## src/rtl/conware_host.sv

```systemverilog
`default_nettype none
// ============================================================================
// Module   : conware_host
// Purpose  : Host-side endpoint for the conware stream core. Streams the
//            current board out as pixels on an AXI-stream master, collects the
//            next generation on an AXI-stream slave, decodes pixels back to
//            cell bits and repeats for a programmed number of generations.
// Ports    : ACLK, ARESETN (async, active-low)
//            seed_board / num_gens / start      - run control inputs
//            busy / done / board / gen_count    - run status outputs
//            err_tlast                          - sticky inbound TLAST error
//            M_AXIS_*                           - pixel stream to conware
//            S_AXIS_*                           - pixel stream from conware
// Config   : CONWARE_HOST_TLAST_CHECK_EN - when defined, inbound TLAST is
//            compared against the beat count and mismatches set err_tlast.
//            When undefined, err_tlast stays 0 and S_AXIS_TLAST is ignored.
// Revision : 1.0 - initial release
// ============================================================================
module conware_host #(
    parameter int                DWIDTH      = 32,
    parameter int                WIDTH       = 4,
    parameter int                HEIGHT      = 4,
    parameter int                GEN_W       = 16,
    parameter logic [DWIDTH-1:0] ALIVE_COLOR = 32'h00FFFFFF,
    parameter logic [DWIDTH-1:0] DEAD_COLOR  = 32'h00000000
) (
    input  logic                      ACLK,
    input  logic                      ARESETN,
    input  logic [WIDTH*HEIGHT-1:0]   seed_board,
    input  logic [GEN_W-1:0]          num_gens,
    input  logic                      start,
    output logic                      busy,
    output logic                      done,
    output logic [WIDTH*HEIGHT-1:0]   board,
    output logic [GEN_W-1:0]          gen_count,
    output logic                      err_tlast,
    output logic                      M_AXIS_TVALID,
    input  logic                      M_AXIS_TREADY,
    output logic [DWIDTH-1:0]         M_AXIS_TDATA,
    output logic                      M_AXIS_TLAST,
    input  logic                      S_AXIS_TVALID,
    output logic                      S_AXIS_TREADY,
    input  logic [DWIDTH-1:0]         S_AXIS_TDATA,
    input  logic                      S_AXIS_TLAST
);

    localparam int c_N     = WIDTH * HEIGHT;
    localparam int c_IDX_W = (c_N > 1) ? $clog2(c_N) : 1;
    localparam logic [c_IDX_W-1:0] c_LAST = c_IDX_W'(c_N - 1);

    localparam logic [1:0] c_ST_IDLE = 2'd0;
    localparam logic [1:0] c_ST_SEND = 2'd1;
    localparam logic [1:0] c_ST_RECV = 2'd2;
    localparam logic [1:0] c_ST_DONE = 2'd3;

    logic [1:0]         r_state;
    logic [c_IDX_W-1:0] r_idx;
    logic [c_N-1:0]     r_shadow;
    logic [c_N-1:0]     r_board;
    logic [GEN_W-1:0]   r_gen_count;
    logic [GEN_W-1:0]   r_num_gens;
    logic               r_busy;
    logic               r_done;
    logic               r_err_tlast;
    logic               r_m_tvalid;
    logic [DWIDTH-1:0]  r_m_tdata;
    logic               r_m_tlast;
    logic               r_s_tready;

    logic [c_IDX_W-1:0] w_idx_nxt;
    logic               w_is_last;
    logic               w_pix_alive;
    logic [c_N-1:0]     w_shadow_nxt;
    logic [GEN_W-1:0]   w_gen_inc;

    assign w_idx_nxt   = r_idx + c_IDX_W'(1);
    assign w_is_last   = (r_idx == c_LAST);
    assign w_pix_alive = (S_AXIS_TDATA == ALIVE_COLOR);
    assign w_gen_inc   = r_gen_count + GEN_W'(1);

    // Shadow board including the beat currently being accepted, so the last
    // beat can be folded into the published board in the same cycle.
    always_comb begin
        w_shadow_nxt        = r_shadow;
        w_shadow_nxt[r_idx] = w_pix_alive;
    end

`ifndef CONWARE_HOST_TLAST_CHECK_EN
    // Inbound TLAST has no function when the check is compiled out.
    logic w_unused_tlast;
    assign w_unused_tlast = S_AXIS_TLAST;
`endif

    always_ff @(posedge ACLK or negedge ARESETN) begin
        if (!ARESETN) begin
            r_state     <= c_ST_IDLE;
            r_idx       <= '0;
            r_shadow    <= '0;
            r_board     <= '0;
            r_gen_count <= '0;
            r_num_gens  <= '0;
            r_busy      <= 1'b0;
            r_done      <= 1'b0;
            r_err_tlast <= 1'b0;
            r_m_tvalid  <= 1'b0;
            r_m_tdata   <= '0;
            r_m_tlast   <= 1'b0;
            r_s_tready  <= 1'b0;
        end else begin
            r_done <= 1'b0;
            case (r_state)
                c_ST_IDLE: begin
                    if (start) begin
                        r_board     <= seed_board;
                        r_err_tlast <= 1'b0;
                        if (num_gens != '0) begin
                            r_num_gens  <= num_gens;
                            r_gen_count <= '0;
                            r_idx       <= '0;
                            r_busy      <= 1'b1;
                            r_state     <= c_ST_SEND;
                        end else begin
                            // Zero-generation run: publish the seed and finish.
                            r_done <= 1'b1;
                        end
                    end
                end

                c_ST_SEND: begin
                    if (!r_m_tvalid) begin
                        // First cycle in SEND: present beat 0.
                        r_m_tvalid <= 1'b1;
                        r_m_tdata  <= r_board[r_idx] ? ALIVE_COLOR : DEAD_COLOR;
                        r_m_tlast  <= w_is_last;
                    end else if (M_AXIS_TREADY) begin
                        if (w_is_last) begin
                            r_m_tvalid <= 1'b0;
                            r_m_tlast  <= 1'b0;
                            r_idx      <= '0;
                            r_state    <= c_ST_RECV;
                        end else begin
                            r_idx     <= w_idx_nxt;
                            r_m_tdata <= r_board[w_idx_nxt] ? ALIVE_COLOR : DEAD_COLOR;
                            r_m_tlast <= (w_idx_nxt == c_LAST);
                        end
                    end
                end

                c_ST_RECV: begin
                    if (!r_s_tready) begin
                        r_s_tready <= 1'b1;
                    end else if (S_AXIS_TVALID) begin
                        r_shadow <= w_shadow_nxt;
`ifdef CONWARE_HOST_TLAST_CHECK_EN
                        if (S_AXIS_TLAST != w_is_last) begin
                            r_err_tlast <= 1'b1;
                        end
`endif
                        // The beat count, not inbound TLAST, closes a frame.
                        if (w_is_last) begin
                            r_board     <= w_shadow_nxt;
                            r_gen_count <= w_gen_inc;
                            r_s_tready  <= 1'b0;
                            r_idx       <= '0;
                            r_state     <= (w_gen_inc == r_num_gens) ? c_ST_DONE : c_ST_SEND;
                        end else begin
                            r_idx <= w_idx_nxt;
                        end
                    end
                end

                c_ST_DONE: begin
                    r_done  <= 1'b1;
                    r_busy  <= 1'b0;
                    r_state <= c_ST_IDLE;
                end

                default: begin
                    r_state <= c_ST_IDLE;
                end
            endcase
        end
    end

    assign busy          = r_busy;
    assign done          = r_done;
    assign board         = r_board;
    assign gen_count     = r_gen_count;
    assign err_tlast     = r_err_tlast;
    assign M_AXIS_TVALID = r_m_tvalid;
    assign M_AXIS_TDATA  = r_m_tdata;
    assign M_AXIS_TLAST  = r_m_tlast;
    assign S_AXIS_TREADY = r_s_tready;

endmodule
`default_nettype wire

```

## config.mk

```make
export PLATFORM = sky130hd
export DESIGN_NAME = conware_host
export DESIGN_NICKNAME = d
export VERILOG_FILES = /design/src/rtl/conware_host.sv
export SDC_FILE = /design/constraint.sdc
export NUM_CORES = 1
export LEC_CHECK = 0
export ABC_CLOCK_PERIOD_IN_PS = 2280
export CORE_MARGIN = 2
export CORE_UTILIZATION = 44
export DETAILED_ROUTE_END_ITERATION = 10
export MAX_ROUTING_LAYER = met4
export PLACE_DENSITY = 0.85
export SYNTH_ARGS = -nofsm -noshare
export SYNTH_HDL_FRONTEND = slang
export SYNTH_SLANG_ARGS = --single-unit
```

## constraint.sdc

```tcl
create_clock -name ACLK -period 2.28 [get_ports ACLK]
set_input_delay 0.456 -clock ACLK [delete_from_list [all_inputs] [get_ports ACLK]]
set_output_delay 0.456 -clock ACLK [all_outputs]
set_load 0.01 [all_outputs]
```

==> results of run 1 <==
cell type report:
type                    instances  area share
flip-flops and latches         76       0.280
repair buffers                180       0.254
inverters                      10     0.00551
clock buffers                   9      0.0182
well taps                     140      0.0257
multi-input cells             379       0.400
clock inverters                 7      0.0169
cell families after synthesis:
| group | synth area share |
|---|---|
| compound gates | 0.172 |
| flops | 0.385 |
| simple gates | 0.171 |
| mux | 0.115 |
| fa+ha+maj | 0.0253 |
| xor+xnor | 0.0443 |
| buf+inv | 0.0863 |
| other cells | 0.000759 |
through the flow:
step / worst slack, ps / std cells
detailed placement: -371 / 784
floorplan: 54.7 / 535
CTS: 17.2 / 800
global placement: -285 / 784
global route: -5.41 / 801
finish: 110 / 801
state kept, by name, indices dropped and copies added (netlist names):
| register | flops |
|---|---|
| gen_count | 16 |
| r_num_gens | 16 |
| busy | 1 |
| M_AXIS_TLAST | 1 |
| r_state | 2 |
| M_AXIS_TVALID | 1 |
| M_AXIS_TDATA | 1 |
| board | 16 |
| r_shadow | 16 |
| S_AXIS_TREADY | 1 |
| r_idx | 4 |
| done | 1 |
cells in the mapped netlist (8+ instances only):
library cell   n
dfrtp_1       76
nand2_1       49
o21ai_0       38
buf_4         32
nor2_1        31
clkbuf_1      30
mux2_2        22
nand3_1       22
o31ai_1       21
xnor2_1       19
a21o_1        16
nand4_1       16
a21oi_1       12
mux2i_1       12
nor3_1        12
ha_1          10
inv_1          9
mux4_2         9
a211oi_1       8
nor4_1         8
where the power goes:
part / switching (mW) / internal (mW)
clock: 0.535 / 0.722
sequential: 0.479 / 1.74
combinational: 1.90 / 2.17
total: 2.91 / 4.64
worst max-delay path, cell delays in order (launching register included):
cell	delay (ps)
dfrtp_1	390
inv_1	130
buf_4	160
ha_2	190
nand2b_1	80
a221o_1	310
o21bai_1	150
buf_4	180
or2_4	280
o41ai_2	200
worst max path at each step:
stage / startpoint / to / slack [ps] / depth (start not counted)
after global routing: r_state[0] / gen_count[7] / -5 / 9
final: r_state[0] / gen_count[7] / 110 / 9
after detailed placement: num_gens[1] / r_state[1] / -370 / 7
after CTS: r_state[0] / gen_count[7] / 20 / 8
after floorplan: r_state[0] / gen_count[7] / 50 / 8
after global placement: num_gens[1] / r_state[1] / -290 / 7
layer usage:
metal / GRT usage / up-vias
met5: - / -
met4: 0.0931 / 0
met3: 0.0423 / 29
met2: 0.399 / 247
met1: 0.318 / 2258
li1: - / 2134
placed cells by master, fill, tap and decap left out, types with 16 or more instances in the layout:
cell type,n
a21o_1,16
buf_4,46
clkdlybuf4s50_1,128
dfrtp_1,74
mux2_2,22
nand2_1,49
nand3_1,22
nand4_1,16
nor2_1,31
o21ai_0,31
xnor2_1,19
what timing repair did:
item	in CTS	in global routing
resized for setup	1	24
endpoints found under the setup margin	4	40
hold endpoints to repair	0	0
setup buffers	0	1
gates cloned	0	0
hold buffers	0	0
pin swaps	0	1
==> metrics.cfg, run 1 <==
[global_routing]
grt_pass1_wl_um=22600
antenna_found_initial=0
grt_max_degree=36
grt_pass1_vias=4557
gr-usage-all-layers=0.249
globalRoute.totalOverflow=0

[yosys]
ys_ff_latch=76
async_flop_share=1.00
synthTopCellsByArea=dfrtp_1 38%, mux2_2 5.0%, buf_4 4.9%
synth-edff-count=0
synth_warnings=0
yosys.area.top_type=dfrtp_1
synth_ff_type=dfrtp_1
yosysUniqueCellTypes=56
avgSynthCellArea_sq_um=9.38
synth_top_cell_area_share=0.385
postSynthCellCount=527
synth_area_sq_mm=0.00494
yosysSeqAreaShare=0.385

[placement]
hpwl_um=10500
placed_area_sq_mm=0.00648
place.gp.congestion=0.928
port_buffers=129

[die]
die_area_sq_mm=0.0121
rows=38
die_h_um=110
initial_core_util=0.454
io_pins=140
core-area_sq_mm=0.0109
die_w_um=110

[sta]
hold_viol=0
min_period_over_period=0.952
holdWs_ps=181
drv_slew=0
worst_clock_skew_ps=5.21
finalSetupViolCount=0
fin_tns_setup_ps=0
tightest_slew_ps=819
fmax_mhz=461
slew-limit-headroom=0.454
period_minus_slack_ps=2170

[detailed_routing]
wl_met1_um=5750
vias=4668
postRouteAntennaNets=0
wl_per_cell_um=17.7
drt_pass1_iterations=5
dr_wl_met2_um=7060
viasPerCell=5.83
top_layer_used=met4
drt_drc_violations_left=0
wl_um=14100
drt_iter0_drc=458
dr_wl_met3_um=1050

[pwr]
ir_worst_vdd_mv=0.533
power_density_mw_per_mm2=1110
p_leak_nw=2.83
p_total_mw=7.55

[run]
cap_violations=0

[critical_path]
crit_fanout=10
worstSetupStartpointType=flip-flop
r2r_slack_ps=110
crit_arrival_ps=2440
worstReg2RegStart=r_state[0]
reg2reg_to=gen_count[7]
cp-end-kind=flip-flop
worstPathRequired_ps=2550
worstSetupPathType=reg -> reg
r2r_cells=9

[worst_hold_path]
hp-class=in -> async

[layout]
fin_area_sq_mm=0.00681
area_growth_pct=37.8
final_util=0.626
nFillCells=842
seqCellArea_sq_mm=0.00190
multiInputGateArea_sq_mm=0.00272
antenna_cells=0
fin_nets=736
layout-drive-gt1-share=0.186

[clock_network]
cts.path.max_buffers=2
htree_levels=3
path_clk_slew_ps=80
clock_latency_ps=370
cts_root_buf=clkbuf_8
cts_tree=yes
cts_inserted_buffers=9
cts.sinks=76

[outcome]
status=finished clean

Power figures use the tool's default switching activity.
==> inputs of run 2 (changes only) <==
--- a/config.mk
+++ b/config.mk
@@ -5,12 +5,13 @@
 export SDC_FILE = /design/constraint.sdc
 export NUM_CORES = 1
 export LEC_CHECK = 0
+export ABC_AREA = 1
 export ABC_CLOCK_PERIOD_IN_PS = 2280
 export CORE_MARGIN = 2
 export CORE_UTILIZATION = 44
 export DETAILED_ROUTE_END_ITERATION = 10
 export MAX_ROUTING_LAYER = met4
-export PLACE_DENSITY = 0.85
+export PLACE_DENSITY = 0.84
 export SYNTH_ARGS = -nofsm -noshare
 export SYNTH_HDL_FRONTEND = slang
 export SYNTH_SLANG_ARGS = --single-unit
==> run 2 against run 1 <==
Against the previous run:
- clock skew grew 4.8 ps
- core utilization shrank 3.3 points
- clock power grew 8%
- total power grew 2.8%
- synthesized cell count grew 36%
- first-iteration DRC count grew 13%
- cell area shrank 1.0%
- wire length grew 0.23%
- sequential power is essentially flat
- register-to-register slack gained 90 ps
- largest cell class unchanged
==> metrics.cfg, run 2 <==
[critical_path]
worstPathRequired_ps=2480
r2r_cells=10
crit_arrival_ps=2280
worstSetupPathType=reg -> reg
worstSetupStartpointType=flip-flop
cp-end-kind=flip-flop
crit_fanout=15

[die]
die_w_um=112
initial_core_util=0.451
core-area_sq_mm=0.0114
rows=39
die_area_sq_mm=0.0125
die_h_um=112
io_pins=140

[placement]
placed_area_sq_mm=0.00646
placedCellCount=966
place.gp.congestion=0.919
pre_cts_ws_ps=89.2
port_buffers=129
hpwl_um=10400

[sta]
slew-limit-headroom=0.656
holdWs_ps=91.7
rsz0062_at_grt=false
period_minus_slack_ps=2080
min_period_over_period=0.914
hold_viol=0
worst_clock_skew_ps=9.99
drv_slew=0
finalSetupViolCount=0
tightest_slew_ps=516
fin_tns_setup_ps=0
fin_ws_ps=197
fmax_mhz=480

[pwr]
ir_worst_vdd_mv=0.727
p_leak_nw=3.11
power_density_mw_per_mm2=1150
p_total_mw=7.76

[run]
cap_violations=0

[yosys]
yosysSeqAreaShare=0.371
ys_ff_latch=76
synth.most_common_cell=nand2_1
synth_top_cell_area_share=0.371
synth-edff-count=0
synthTopCellsByArea=dfrtp_1 37%, nand2_1 13%, nand3_1 6.4%
yosys.area.top_type=dfrtp_1
async_flop_share=1.00
yosysUniqueCellTypes=37
synth_warnings=0
synth_top_cells_by_count=179 x nand2_1, 83 x inv_1, 76 x dfrtp_1
synth_area_sq_mm=0.00512
avgSynthCellArea_sq_um=7.15
postSynthCellCount=717
synth_ff_type=dfrtp_1

[layout]
fin_nets=914
final_cell_mix=179 x nand2_1, 128 x clkdlybuf4s50_1, 83 x inv_1, 76 x dfrtp_1
layout-drive-gt1-share=0.0847
antenna_cells=0
multiInputGateArea_sq_mm=0.00258
nFillCells=1009
fin_area_sq_mm=0.00674
area_growth_pct=31.6
final_util=0.593
final_common_cell=nand2_1
seqCellArea_sq_mm=0.00190
instances_no_fill=981

[clock_network]
cts_setup_buffers=0
ctsHoldBuffers=0
cts_resized=0
cts_tree=yes
cts.path.max_buffers=2
cts_root_buf=clkbuf_16
cts.sinks=76
clock_latency_ps=340
cts_inserted_buffers=9
htree_levels=3
path_clk_slew_ps=60

[detailed_routing]
wl_per_cell_um=14.4
drt_iter0_drc=517
drt_pass1_iterations=5
drt_drc_violations_left=0
vias=5143
postRouteAntennaNets=0
viasPerCell=5.24
wl_um=14200

[global_routing]
globalRoute.totalOverflow=0
grt_pass1_vias=4973
grt_pass1_wl_um=23600
antenna_found_initial=0
grt_max_degree=38
gr-usage-all-layers=0.238

[worst_hold_path]
hp-class=in -> async

[outcome]
status=finished clean

run 2: cells by family (layout without fill, tap and decap cells):
| kind of cell | count (synthesis) | after routing | synth area share |
|---|---|---|---|
| AO/OA/AOI/OAI | 125 | 125 | 0.147 |
| XOR/XNOR | 3 | 3 | 0.00513 |
| adder cells (fa/ha/maj) | 10 | 10 | 0.0244 |
| buffers and inverters | 140 | 253 | 0.134 |
| flip-flops | 76 | 76 | 0.371 |
| other | 1 | 9 | 0.000732 |
| AND/OR/NAND/NOR | 362 | 362 | 0.318 |
run 2: per-layer routing:
layer / track usage / up-vias / wire length [um]
met5: - / - / 0
li1: - / 2536 / -
met4: 0.0765 / 0 / 244
met2: 0.388 / 222 / 6990
met1: 0.300 / 2357 / 5940
met3: 0.0441 / 28 / 993
run 2: area by class of cell:
class | count | share of cell area
multi-input combinational | 509 | 0.383
clock inverter | 4 | 0.00371
inverter | 88 | 0.0494
sequential | 76 | 0.282
timing repair buffer | 150 | 0.218
clock buffer | 11 | 0.0375
tap | 143 | 0.0265
run 2: power by group:
part	switching [mW]	internal (mW)	leakage, nW
registers	0.412	1.84	0.949
clock network	0.571	0.787	0.133
logic	2.35	1.80	2.03
run 2: path summary, 6_finish.rpt:
| path | from | to | slack (ps) |
|---|---|---|---|
| max | r_idx[0] | gen_count[5] | 200 |
| min | ARESETN | gen_count[5] | 90 |
| max reg2reg | r_idx[0] | gen_count[5] | 200 |
| min reg2reg | r_shadow[10] | r_shadow[10] | 480 |
| max in group asynchronous | ARESETN | board[15] | 1640 |
| min in group ACLK | r_shadow[10] | r_shadow[10] | 480 |
run 2: critical path, stage by stage, from the launching register on:
cell,delay (ps)
dfrtp_1,490
ha_1,240
inv_1,110
nor2_8,160
inv_2,70
nand2_2,70
nand2_2,80
nor2_8,150
nand2_4,100
inv_2,310
o21ai_0,150
==> inputs of run 3 (changes only) <==
--- a/config.mk
+++ b/config.mk
@@ -6,12 +6,11 @@
 export NUM_CORES = 1
 export LEC_CHECK = 0
 export ABC_AREA = 1
-export ABC_CLOCK_PERIOD_IN_PS = 2280
-export CORE_MARGIN = 2
-export CORE_UTILIZATION = 44
+export ABC_CLOCK_PERIOD_IN_PS = 2300
+export CORE_UTILIZATION = 49
 export DETAILED_ROUTE_END_ITERATION = 10
 export MAX_ROUTING_LAYER = met4
-export PLACE_DENSITY = 0.84
+export PLACE_DENSITY = 0.88
 export SYNTH_ARGS = -nofsm -noshare
 export SYNTH_HDL_FRONTEND = slang
 export SYNTH_SLANG_ARGS = --single-unit
==> constraint.sdc (replaced) <==
create_clock -name ACLK -period 2.3 [get_ports ACLK]
set_input_delay 0.46 -clock ACLK [delete_from_list [all_inputs] [get_ports ACLK]]
set_output_delay 0.46 -clock ACLK [all_outputs]
set_load 0.01 [all_outputs]
==> run 3 against run 2 <==
Against the previous run:
- sequential power about the same
- setup slack improved by 20 ps
- fmax about the same
- total power decreased by 2.2%
- wire length decreased by 5.1%
- sequential share of layout area increased by 0.33 points
- clock skew about the same
- die area decreased by 13%
- cell area decreased by 1.2%
==> metrics.cfg, run 3 (same netlist as run 2, synthesis figures left out) <==
[critical_path]
crit_chain=inv_1 -> ha_1 -> inv_1 -> a21oi_1 -> o21ai_0 -> nand3_1 -> nand2_1 -> o211ai_1 -> nand3_1 -> nand2_1
cp_num_buf_inv=2
cp-end-kind=flip-flop
cp_top_family=flip-flops
worstSetupPathType=reg -> reg
worstSetupStartpointType=flip-flop
cpPeakStageDelay_ps=500
cpMaxStageDelayCell=dfrtp_1
crit_fanout=8
worstPathRequired_ps=2590
crit_arrival_ps=2380

[clock_network]
cts_tree=yes
htree_levels=3
cts_setup_buffers=0
cts.path.max_buffers=2
cts_resized=0
clock_latency_ps=360
ctsHoldBuffers=0
cts_root_buf=clkbuf_8
cts_inserted_buffers=9
path_clk_slew_ps=80
cts.sinks=76

[sta]
hold_viol=0
worst_clock_skew_ps=10.2
fin_tns_setup_ps=0
min_period_over_period=0.906
finalSetupViolCount=0
fin_ws_ps=217
rsz0062_at_grt=false
drv_slew=0
period_minus_slack_ps=2080
fmax_mhz=480
holdWs_ps=45.6

[pwr]
p_total_mw=7.59
power_density_mw_per_mm2=1140
p_leak_nw=3.08
ir_worst_vdd_mv=0.990

[global_routing]
gr-usage-all-layers=0.266
antenna_found_initial=0
grt_max_degree=44
grt_pass1_wl_um=22800
globalRoute.totalOverflow=0
grt_pass1_vias=4930

[placement]
placedCellCount=950
place.gp.congestion=0.944
placed_area_sq_mm=0.00641
port_buffers=129
hpwl_um=10000
pre_cts_ws_ps=98.9

[detailed_routing]
drt_pass1_iterations=5
drt_iter0_drc=320
top_layer_used=met4
vias=5121
wl_um=13400
wl_met1_um=5540
dr_wl_met2_um=6900
postRouteAntennaNets=0
wl_per_cell_um=13.9
viasPerCell=5.30
drt_drc_violations_left=0
dr_wl_met3_um=812

[layout]
nFillCells=834
instances_no_fill=966
multiInputGateArea_sq_mm=0.00257
seqCellArea_sq_mm=0.00190
fin_nets=908
final_util=0.669
final_common_cell=nand2_1
fin_area_sq_mm=0.00666
layout-drive-gt1-share=0.0768
area_growth_pct=30.0
antenna_cells=0
final_cell_mix=179 x nand2_1, 128 x clkdlybuf4s50_1, 83 x inv_1, 76 x dfrtp_1

[die]
die_area_sq_mm=0.0109
die_h_um=104
core-area_sq_mm=0.00995
io_pins=140
die_w_um=104
rows=36
initial_core_util=0.515

[outcome]
status=finished clean

[run]
cap_violations=0

[worst_hold_path]
hp-class=in -> async

[run 3: cell count changes in the layout (fill, tap and decap cells not counted)]
cell	delta
clkinvlp_4	-2
nor4_1	+1
bufinv_16	+3
clkinv_2	-1
clkbuf_16	-9
buf_12	+1
clkbuf_8	+9
buf_4	-7
clkbuf_1	+1
nor4_2	-1
[run 3: cell type report]
cell class,count,share of cell area
Tap cell,133,0.0250
Timing Repair Buffer,144,0.216
Multi-Input combinational cell,509,0.386
Inverter,88,0.0499
Sequential cell,76,0.285
Clock inverter,4,0.0143
Clock buffer,12,0.0233
[run 3: final timing paths]
check / cells past startpoint / startpoint / endpoint / slack [ps]
setup / recovery: 10 / r_idx[0] / M_AXIS_TDATA[22] / 220
hold / removal: 1 / ARESETN / gen_count[2] / 50
setup reg to reg: 10 / r_idx[0] / M_AXIS_TDATA[22] / 220
hold reg to reg: 2 / r_shadow[12] / r_shadow[12] / 490
max in group asynchronous: 2 / ARESETN / M_AXIS_TDATA[22] / 1660
min in group ACLK: 2 / r_shadow[12] / r_shadow[12] / 490
[run 3: worst register-to-register path, cell delays in order, from the launching register on]
cell and delay (ps):
dfrtp_1 500, inv_1 110, ha_1 420, inv_1 150, a21oi_1 170, o21ai_0 150
nand3_1 120, nand2_1 80, o211ai_1 170, nand3_1 100, nand2_1 60
[run 3: per-layer routing]
metal / GRT usage / vias to the layer above
met4: 0.0847 / 0
met3: 0.0401 / 21
met5: - / -
li1: - / 2527
met2: 0.462 / 205
met1: 0.315 / 2368
[run 3: power by group]
part / internal [mW] / switching, mW / total (mW) / leakage (nW)
clock network: 0.779 / 0.506 / 1.29 / 0.127
logic: 1.78 / 2.29 / 4.06 / 2.01
registers: 1.82 / 0.426 / 2.25 / 0.949
